==> src/rtl/game_menu_pkg.sv <==
// game_menu_pkg: shared types, colour table and geometry helper for the game menu
package game_menu_pkg;
  typedef enum logic [1:0] {BROWSE, CONFIRM, LOCKED} state_t;
  localparam logic [11:0] HIGHLIGHT = 12'hFFF;
  localparam logic [11:0] COLORS [8] = '{12'h4DE, 12'h0F0, 12'h009, 12'hFF0,
                                         12'hF00, 12'hFA0, 12'h80F, 12'h0FF};
  function automatic int panel_w(input int hs_min, input int hs_max, input int n, input int pillar);
    return (hs_max - hs_min + 1 - (n + 1) * pillar) / n;
  endfunction
endpackage

==> src/rtl/game_menu_btn_edge.sv <==
// game_menu_btn_edge: registers 4 button levels once and flags their rising edges
//   clk, rst (async, active-high), btn[3:0] levels in, rise[3:0] one-cycle edge pulses out
module game_menu_btn_edge (
  input  logic       clk,
  input  logic       rst,
  input  logic [3:0] btn,
  output logic [3:0] rise
);
  logic [3:0] q, d;
  always_ff @(posedge clk or posedge rst)
    if (rst) begin
      q <= '0;
      d <= '0;
    end else begin
      q <= btn;
      d <= q;
    end
  assign rise = q & ~d;
endmodule

==> src/rtl/game_menu_selector.sv <==
// game_menu_selector: N-panel VGA game menu with blinking cursor and confirm/lock FSM
//   in : clk, rst (async, active-high), btn_left/right/select/back, Coloana, Linie, InDisplay, VS (active-low)
//   out: red/green/blue (2-cycle latency), cursor, sel_game, game_start (pulse), game_active
//   GAME_MENU_WRAP_EN defined: cursor wraps at the ends; undefined: cursor saturates
module game_menu_selector
  import game_menu_pkg::*;
#(
  parameter int N_GAMES        = 4,
  parameter int PILLAR_W       = 24,
  parameter int BORDER_W       = 4,
  parameter int HS_MIN         = 144,
  parameter int HS_MAX         = 783,
  parameter int VS_MIN         = 32,
  parameter int VS_MAX         = 511,
  parameter int BLINK_FRAMES   = 30,
  parameter int CONFIRM_FRAMES = 60
) (
  input  logic       clk,
  input  logic       rst,
  input  logic       btn_left,
  input  logic       btn_right,
  input  logic       btn_select,
  input  logic       btn_back,
  input  logic [9:0] Coloana,
  input  logic [9:0] Linie,
  input  logic       InDisplay,
  input  logic       VS,
  output logic [3:0] red,
  output logic [3:0] green,
  output logic [3:0] blue,
  output logic [2:0] cursor,
  output logic [2:0] sel_game,
  output logic       game_start,
  output logic       game_active
);
  localparam int PW = panel_w(HS_MIN, HS_MAX, N_GAMES, PILLAR_W);
  localparam logic [2:0] LAST = 3'(N_GAMES - 1);
  localparam logic [15:0] BK_LAST = 16'(BLINK_FRAMES - 1);
  localparam logic [15:0] CF_LAST = 16'(CONFIRM_FRAMES - 1);
  logic [3:0] rise;
  logic l, r, s, b, up, dn, tick, vs_q, vs_d;
  logic [2:0] cur_q, cur_n, inc, dec, sel_q, pan_n, pan_q;
  logic [15:0] cf_q, cf_n, bk_q, bk_n;
  logic blink_q, blink_n, start_q, pil_n, pil_q, brd_n, brd_q, disp_q, hl;
  logic [11:0] base, rgb_n, rgb_q;
  state_t state_q, state_n;
  int col, lin, off;
  game_menu_btn_edge u_edge (
    .clk (clk),
    .rst (rst),
    .btn ({btn_back, btn_select, btn_right, btn_left}),
    .rise(rise)
  );
  assign {b, s, r, l} = rise;
  assign tick = vs_d & ~vs_q;
  assign inc = cur_q == LAST ? '0 : cur_q + 3'd1;
  assign dec = cur_q == '0 ? LAST : cur_q - 3'd1;
`ifdef GAME_MENU_WRAP_EN
  assign up = r & ~l;
  assign dn = l & ~r;
`else
  // at a limit the edge is not a move, so blink timing is left alone
  assign up = r & ~l & (cur_q != LAST);
  assign dn = l & ~r & (cur_q != '0);
`endif
  always_comb begin
    state_n = state_q;
    cur_n   = cur_q;
    cf_n    = cf_q;
    bk_n    = tick ? (bk_q == BK_LAST ? '0 : bk_q + 16'd1) : bk_q;
    blink_n = tick && bk_q == BK_LAST ? ~blink_q : blink_q;
    case (state_q)
      BROWSE:
        if (s) state_n = CONFIRM;
        else if (up || dn) begin
          cur_n   = up ? inc : dec;
          bk_n    = '0;
          blink_n = 1'b1;
        end
      CONFIRM:
        if (b) begin
          state_n = BROWSE;
          cf_n    = '0;
        end else if (tick) begin
          state_n = cf_q == CF_LAST ? LOCKED : CONFIRM;
          cf_n    = cf_q == CF_LAST ? '0 : cf_q + 16'd1;
        end
      LOCKED:
        if (b) state_n = BROWSE;
      default: state_n = BROWSE;
    endcase
  end
  // parallel per-panel range compare; the last match wins, panels never overlap
  always_comb begin
    col   = int'(Coloana);
    lin   = int'(Linie);
    off   = 0;
    pan_n = '0;
    pil_n = 1'b1;
    brd_n = 1'b0;
    for (int i = 0; i < N_GAMES; i++) begin
      off = col - (HS_MIN + PILLAR_W + i * (PW + PILLAR_W));
      if (off >= 0 && off < PW) begin
        pan_n = 3'(i);
        pil_n = 1'b0;
        brd_n = off < BORDER_W || off >= PW - BORDER_W || lin < VS_MIN + BORDER_W || lin > VS_MAX - BORDER_W;
      end
    end
  end
  assign hl   = pan_q == cur_q;
  assign base = COLORS[pan_q];
  assign rgb_n = !disp_q || pil_q                                     ? 12'h000 :
                 hl && brd_q && (blink_q || state_q != BROWSE)         ? HIGHLIGHT :
                 hl && state_q == CONFIRM && cf_q[2]                   ? HIGHLIGHT :
                 state_q == LOCKED && pan_q != sel_q                   ? {1'b0, base[11:9], 1'b0, base[7:5], 1'b0, base[3:1]} :
                 base;
  always_ff @(posedge clk or posedge rst)
    if (rst) begin
      vs_q    <= 1'b0;
      vs_d    <= 1'b0;
      state_q <= BROWSE;
      cur_q   <= '0;
      cf_q    <= '0;
      bk_q    <= '0;
      blink_q <= 1'b1;
      sel_q   <= '0;
      start_q <= 1'b0;
      pan_q   <= '0;
      pil_q   <= 1'b0;
      brd_q   <= 1'b0;
      disp_q  <= 1'b0;
      rgb_q   <= '0;
    end else begin
      vs_q    <= VS;
      vs_d    <= vs_q;
      state_q <= state_n;
      cur_q   <= cur_n;
      cf_q    <= cf_n;
      bk_q    <= bk_n;
      blink_q <= blink_n;
      start_q <= state_q == CONFIRM && state_n == LOCKED;
      if (state_q == CONFIRM && state_n == LOCKED) sel_q <= cur_q;
      pan_q   <= pan_n;
      pil_q   <= pil_n;
      brd_q   <= brd_n;
      disp_q  <= InDisplay;
      rgb_q   <= rgb_n;
    end
  assign {red, green, blue} = rgb_q;
  assign cursor      = cur_q;
  assign sel_game    = sel_q;
  assign game_start  = start_q;
  assign game_active = state_q == LOCKED;
endmodule

==> config.mk <==
export PLATFORM = sky130hd
export DESIGN_NAME = game_menu_selector
export DESIGN_NICKNAME = d
export VERILOG_FILES = /design/src/rtl/game_menu_pkg.sv /design/src/rtl/game_menu_btn_edge.sv /design/src/rtl/game_menu_selector.sv
export SDC_FILE = /design/constraint.sdc
export NUM_CORES = 1
export LEC_CHECK = 0
export ABC_AREA = 1
export CAP_MARGIN = 20
export CORE_ASPECT_RATIO = 0.8
export CORE_MARGIN = 2
export CORE_UTILIZATION = 50
export DETAILED_ROUTE_END_ITERATION = 8
export PLACE_DENSITY = 0.7
export RECOVER_POWER = 50
export SYNTH_ARGS = -nofsm -noshare
export SYNTH_HDL_FRONTEND = slang
export SYNTH_SLANG_ARGS = --single-unit
==> constraint.sdc <==
create_clock -name clk -period 3.5 [get_ports clk]
set_clock_uncertainty 0.1 [all_clocks]
set_input_delay 0.525 -clock clk [delete_from_list [all_inputs] [get_ports clk]]
set_output_delay 0.525 -clock clk [all_outputs]
set_load 0.01 [all_outputs]
==> results of run 1 <==
[worst register-to-register path: stages (launching register included)]
cell and delay [ps]:
dfrtp_1 420, inv_1 120, ha_1 230, ha_1 210, o21ai_2 130, inv_1 70
nor3_4 210, inv_2 90, nand2_2 200, inv_2 120, o21ai_0 100, a21oi_1 60
[per-stage QoR]
stage	instances	area (um2)	worst slack, ps	utilization
2_1_floorplan	591	4350	1140	-
3_3_place_gp	746	4920	600	0.580
3_5_place_dp	746	4920	571	0.580
4_1_cts	762	5150	943	0.607
5_1_grt	762	5140	506	0.606
6_report	762	5140	909	0.606
[flip-flops by register name (all words and copies together), names as in the netlist, 3 cells and up]
| register | flops |
|---|---|
| rgb_q | 12 |
| u_edge.d | 4 |
| sel_game | 3 |
| bk_q | 16 |
| u_edge.q | 4 |
| cf_q | 16 |
| cursor | 3 |
[cells by family (layout without fill, tap and decap cells)]
logic type	count (synthesis)	in the layout	share of synthesized area
flip-flops	69	69	0.397
XOR/XNOR	9	9	0.0181
buffers and inverters	97	156	0.0882
adder cells (fa/ha/maj)	25	25	0.0718
AO/OA/AOI/OAI	81	81	0.107
AND/OR/NAND/NOR	310	310	0.318
[area by class of cell]
class / count / area (um2) / share of cell area
Multi-Input combinational cell: 425 / 2240 / 0.436
Sequential cell: 69 / 1730 / 0.336
Timing Repair Buffer: 47 / 455 / 0.0886
Inverter: 93 / 349 / 0.0679
Clock buffer: 11 / 141 / 0.0275
Tap cell: 112 / 140 / 0.0273
Clock inverter: 5 / 83.8 / 0.0163
[power groups by stage]
stage               clock, uW  sequential, uW  combinational, uW
floorplan                   0             958                345
global placement            0             956                516
detailed placement          0             957                531
CTS                       744             943                533
global route              782             956                607
finish                    724             943                529
[cells in the mapped netlist, types with 2 or more instances]
master / n
a21oi_1: 30
a22oi_1: 2
a31oi_1: 3
buf_6: 2
dfrtp_1: 68
ha_1: 25
inv_1: 86
inv_2: 7
nand2_1: 147
nand2_2: 4
nand3_1: 41
nand3_2: 4
nand4_1: 13
nor2_1: 64
nor2_2: 8
nor3_1: 13
nor3b_1: 2
nor4_1: 7
o21ai_0: 27
o21ai_1: 5
o21ai_2: 3
o31ai_1: 2
or2_2: 2
xor2_1: 9
[metal layers]
layer	vias to the layer above	wire [um]
li1	2030	-
met1	1790	4740
met2	91	3970
met3	9	506
met4	0	94
met5	-	0
[final timing paths]
kind | startpoint | end | slack, ps | cells past startpoint
min reg2reg | u_edge.q[1]$_DFF_PP0_ | u_edge.d[1]$_DFF_PP0_ | 280 | 0
max in group asynchronous | rst | rgb_q[2]$_DFF_PP0_ | 1000 | 3
max reg2reg | cursor[0]$_DFFE_PP0P_ | bk_q[10]$_DFF_PP0_ | 1340 | 11
max | Coloana[2] | brd_q$_DFF_PP0_ | 910 | 15
min in group asynchronous | rst | cf_q[10]$_DFFE_PP0P_ | 970 | 2
min | u_edge.q[1]$_DFF_PP0_ | u_edge.d[1]$_DFF_PP0_ | 280 | 0
==> impl_metrics.json, run 1 <==
{
  "post-route-period-util": 0.740,
  "internal_power_uw": 1510,
  "final_common_cell": "nand2_1",
  "fin_nets": 698,
  "cpMostUsedCell": "nor2_1",
  "gr-usage-all-layers": 0.218,
  "drt.antenna.violating_nets": 0,
  "diodes": 0,
  "cts_buffers": 9,
  "pwr-share-comb": 0.241,
  "postCtsSetupBuffers": 0,
  "drt_iter0_markers": 239,
  "tightest_slew_ps": 1490,
  "synth-async-reset-ratio": 1.00,
  "grt_pass1_wl_um": 16400,
  "synth_edf_count": 0,
  "coreArea_um2": 8480,
  "first_pass_iters": 5,
  "yosysTopAreaCellShare": 0.391,
  "hold_path.class": "reg2reg",
  "slowest_delay_ps": 610,
  "synthTopCellsByArea": "dfrtp_1 (39%), nand2_1 (13%), inv_1 (7.4%)",
  "seqPwrFrac": 0.429,
  "rsz0062_at_grt": "no",
  "drc": 0,
  "crit_family": "buffers and inverters",
  "final.fill_count": 801,
  "cts_tree": "yes",
  "critPathSlowestCell": "clkdlybuf4s50_1",
  "vias_per_cell": 5.14,
  "timing.fmax_mhz": 386,
  "yosys.area.top_type": "dfrtp_1",
  "p_leak_uw": 0.00249,
  "cts_htree_levels": 3,
  "powerDensity_nw_per_um2": 427,
  "yosys_register_bits": 69,
  "clk_path_buf_depth": 2,
  "period_minus_slack_ps": 2590,
  "synth_top_flop_cell": "dfrtp_1",
  "p_switching_uw": 683,
  "p_total_uw": 2200,
  "use_met2": 0.333,
  "ios": 48,
  "hold_violations": 0,
  "synthCells": 591,
  "grt_overflow": 0,
  "ys_types": 41,
  "cp_max_fo": 7,
  "cp_num_buf_inv": 3,
  "ctsResizeCount": 0,
  "pwr-share-clk": 0.330,
  "switching_share": 0.311,
  "worstPathCellList": "clkdlybuf4s50_1 > inv_1 > ha_1 > inv_1 > nand2_1 > nand2_1 > nand3_1 > nor2_1 > nand2_1 > o21ai_2 > nand2_1 > nor2_1 > nor2_1 > nor2_1 > nor2_1",
  "area_growth_pct": 18.0,
  "syn_nets": 644,
  "tns_ps": 0,
  "mostFrequentLayoutCells": "nand2_1 (147), inv_1 (86), dfrtp_1 (68)",
  "gp_congestion": 0.971,
  "cts.sinks": 69,
  "cts-root-buf": "clkbuf_8",
  "die_w_um": 108,
  "slew_violations": 0,
  "critPathCaptureType": "flop",
  "grt_use_met3": 0.0546,
  "hold_buffers": 0,
  "whs_ps": 280,
  "grt_max_degree": 42,
  "syn_area_um2": 4350,
  "finalWirelength_um": 9310,
  "setup_viol": 0,
  "busiest_layer": "met2",
  "vdd_drop_max_uv": 252,
  "grtUsageMet1": 0.313,
  "clk_latency_ps": 350,
  "cts.reportedPaths.clkPinSlew_ps": 80,
  "critPathKind": "in2reg",
  "max-cap-violations": 1,
  "hpwl_um": 7230,
  "die_h_um": 87.5,
  "dieArea_um2": 9480,
  "wire_per_inst_um": 12.2,
  "vias": 3920,
  "status": "finished with violations",
  "antenna_found_initial": 0,
  "slew_headroom": 0.00336,
  "drive_above_1_share": 0.0754,
  "grt_pass1_vias": 3622,
  "seq_area_frac_synth": 0.397,
  "failed_checks": "max-capacitance violations",
  "io_buffers": 44,
  "cp-start-kind": "input pin",
  "cp.arrival_ps": 2720,
  "initial_utilization": 0.513,
  "crit_required_ps": 3630,
  "synth_area_per_cell_um2": 7.37,
  "ys_warn_count": 0,
  "rows": 30
}
(Power assumes the default switching activity.)
==> run 2, diff against run 1 <==
PLACE_DENSITY = 0.73   (was 0.7)
clock period = 2.2 ns   (was 3.5 ns; I/O delays follow)
==> run 2 against run 1 <==
Routed wire length up 6.5%. Power up 66%. The flow now finishes without violations. First-iteration DRC count up 18%. Critical path depth down 1. Highest routed layer unchanged. Worst hold slack worse by 6.4 ps. Via count up 4.5%. Worst setup slack worse by 790 ps. Die area unchanged. Non-clock buffer count up 36.
==> impl_metrics.json, run 2 (synthesis results as in run 1) <==
{
  "hpwl_um": 7850,
  "drc": 0,
  "p_leak_uw": 0.00269,
  "initial_utilization": 0.513,
  "mostFrequentLayoutCells": "nand2_1 (143), inv_1 (84), dfrtp_1 (68)",
  "clk_path_buf_depth": 2,
  "hold_path.class": "reg2reg",
  "cts_tree": "yes",
  "slew_headroom": 0.513,
  "finalWirelength_um": 9910,
  "first_pass_iters": 5,
  "wire_per_inst_um": 12.4,
  "final_common_cell": "nand2_1",
  "vias_per_cell": 5.14,
  "coreArea_um2": 8480,
  "cts.reportedPaths.clkPinSlew_ps": 70,
  "max-cap-violations": 0,
  "io_buffers": 44,
  "powerDensity_nw_per_um2": 667,
  "grt_pass1_wl_um": 17100,
  "hold_violations": 0,
  "drt_iter0_markers": 282,
  "cts-root-buf": "clkbuf_8",
  "timing.fmax_mhz": 481,
  "grt_overflow": 0,
  "die_w_um": 108,
  "cp_max_fo": 6,
  "status": "complete, no violations",
  "area_growth_pct": 25.3,
  "tightest_slew_ps": 731,
  "setup_viol": 0,
  "cp-start-kind": "input pin",
  "cts_buffers": 9,
  "largest_registers": "bk_q: 16 flops, cf_q: 16 flops, rgb_q: 12 flops",
  "whs_ps": 273,
  "dieArea_um2": 9480,
  "clk_latency_ps": 350,
  "antenna_found_initial": 0,
  "vias": 4098,
  "critPathKind": "in2reg",
  "crit_required_ps": 2340,
  "diodes": 0,
  "rows": 30,
  "hold_buffers": 0,
  "tns_ps": 0,
  "cp.arrival_ps": 2220,
  "die_h_um": 87.5,
  "post-route-period-util": 0.944,
  "grt_max_degree": 55,
  "grt_pass1_vias": 3782,
  "vdd_drop_max_uv": 349,
  "fin_nets": 734,
  "cts.sinks": 69,
  "critPathCaptureType": "flop",
  "cts_htree_levels": 3,
  "drive_above_1_share": 0.145,
  "slew_violations": 0,
  "drt.antenna.violating_nets": 0,
  "ios": 48,
  "p_total_uw": 3640,
  "gr-usage-all-layers": 0.227,
  "gp_congestion": 0.906,
  "period_minus_slack_ps": 2080
}
-- run 2: cell types whose count changed in the layout (fill, tap and decap cells not counted), moves of 2 or more --
cell,delta
nor2_2,+3
buf_4,+37
nand2_1,-4
nor2_1,-3
nand2_2,+4
ha_2,+2
clkbuf_1,-3
inv_1,-2
inv_2,+2
ha_1,-2
-- run 2: final timing paths --
kind | from | to | slack [ps] | cells after the start
worst max register to register | cursor[0]$_DFFE_PP0P_ | bk_q[10]$_DFF_PP0_ | 130 | 11
min in group asynchronous | rst | vs_d$_DFF_PP0_ | 390 | 2
worst max-delay path | Coloana[3] | pan_q[0]$_DFF_PP0_ | 120 | 14
worst min-delay path | vs_q$_DFF_PP0_ | vs_d$_DFF_PP0_ | 270 | 0
worst min register to register | vs_q$_DFF_PP0_ | vs_d$_DFF_PP0_ | 270 | 0
max in group asynchronous | rst | rgb_q[9]$_DFF_PP0_ | 410 | 3
-- run 2: metrics by stage --
step           instance area (um2)  setup WS (ps)  instances   util
3_5_place_dp                  5200           -327        781  0.613
4_1_cts                       5430           41.1        796  0.640
6_report                      5460            122        797  0.643
3_3_place_gp                  5200           -223        781  0.613
5_1_grt                       5460          -11.6        797  0.643
2_1_floorplan                 4350           31.8        591      -
-- run 2: cell type report --
cell class,instances,area (um2)
Sequential cell,69,1730
Tap cell,112,140
Multi-Input combinational cell,425,2270
Clock buffer,9,124
Clock inverter,6,111
Fill cell,770,3030
Inverter,93,349
Timing Repair Buffer,83,736
-- run 2: power breakdown --
part           total, uW  switching, uW  internal [uW]
combinational        913            520            393
clock               1230            478            748
sequential          1500            105           1400
-- run 2: critical path, cell delays in order --
cell and delay, ps:
clkdlybuf4s50_1 490, buf_4 170, ha_1 200, nand2_1 70
nand2_2 100, nand2_1 100, nor2_2 130, nand3_1 70
nand2_1 80, nand2_2 90, buf_4 140, buf_4 120
nand3_1 70, nand2_1 50
-- run 2: what timing repair did --
| item | 4_1_cts | 5_1_grt |
|---|---|---|
| setup endpoints to repair | 0 | 4 |
| gates resized for setup | 0 | 13 |
| setup buffers | 0 | 1 |
-- run 2: routing by layer --
layer	up-vias	wire (um)	track usage
li1	2091	-	-
met1	1886	4960	0.327
met2	113	4320	0.357
met3	8	556	0.0441
met4	0	76	0.0524
met5	-	0	0
==> run 3, diff against run 2 <==
CTS_CLUSTER_DIAMETER = 30   (was default)
==> results of run 3 <==
No change in the layout: final DEF, timing and power equal those of run 2.
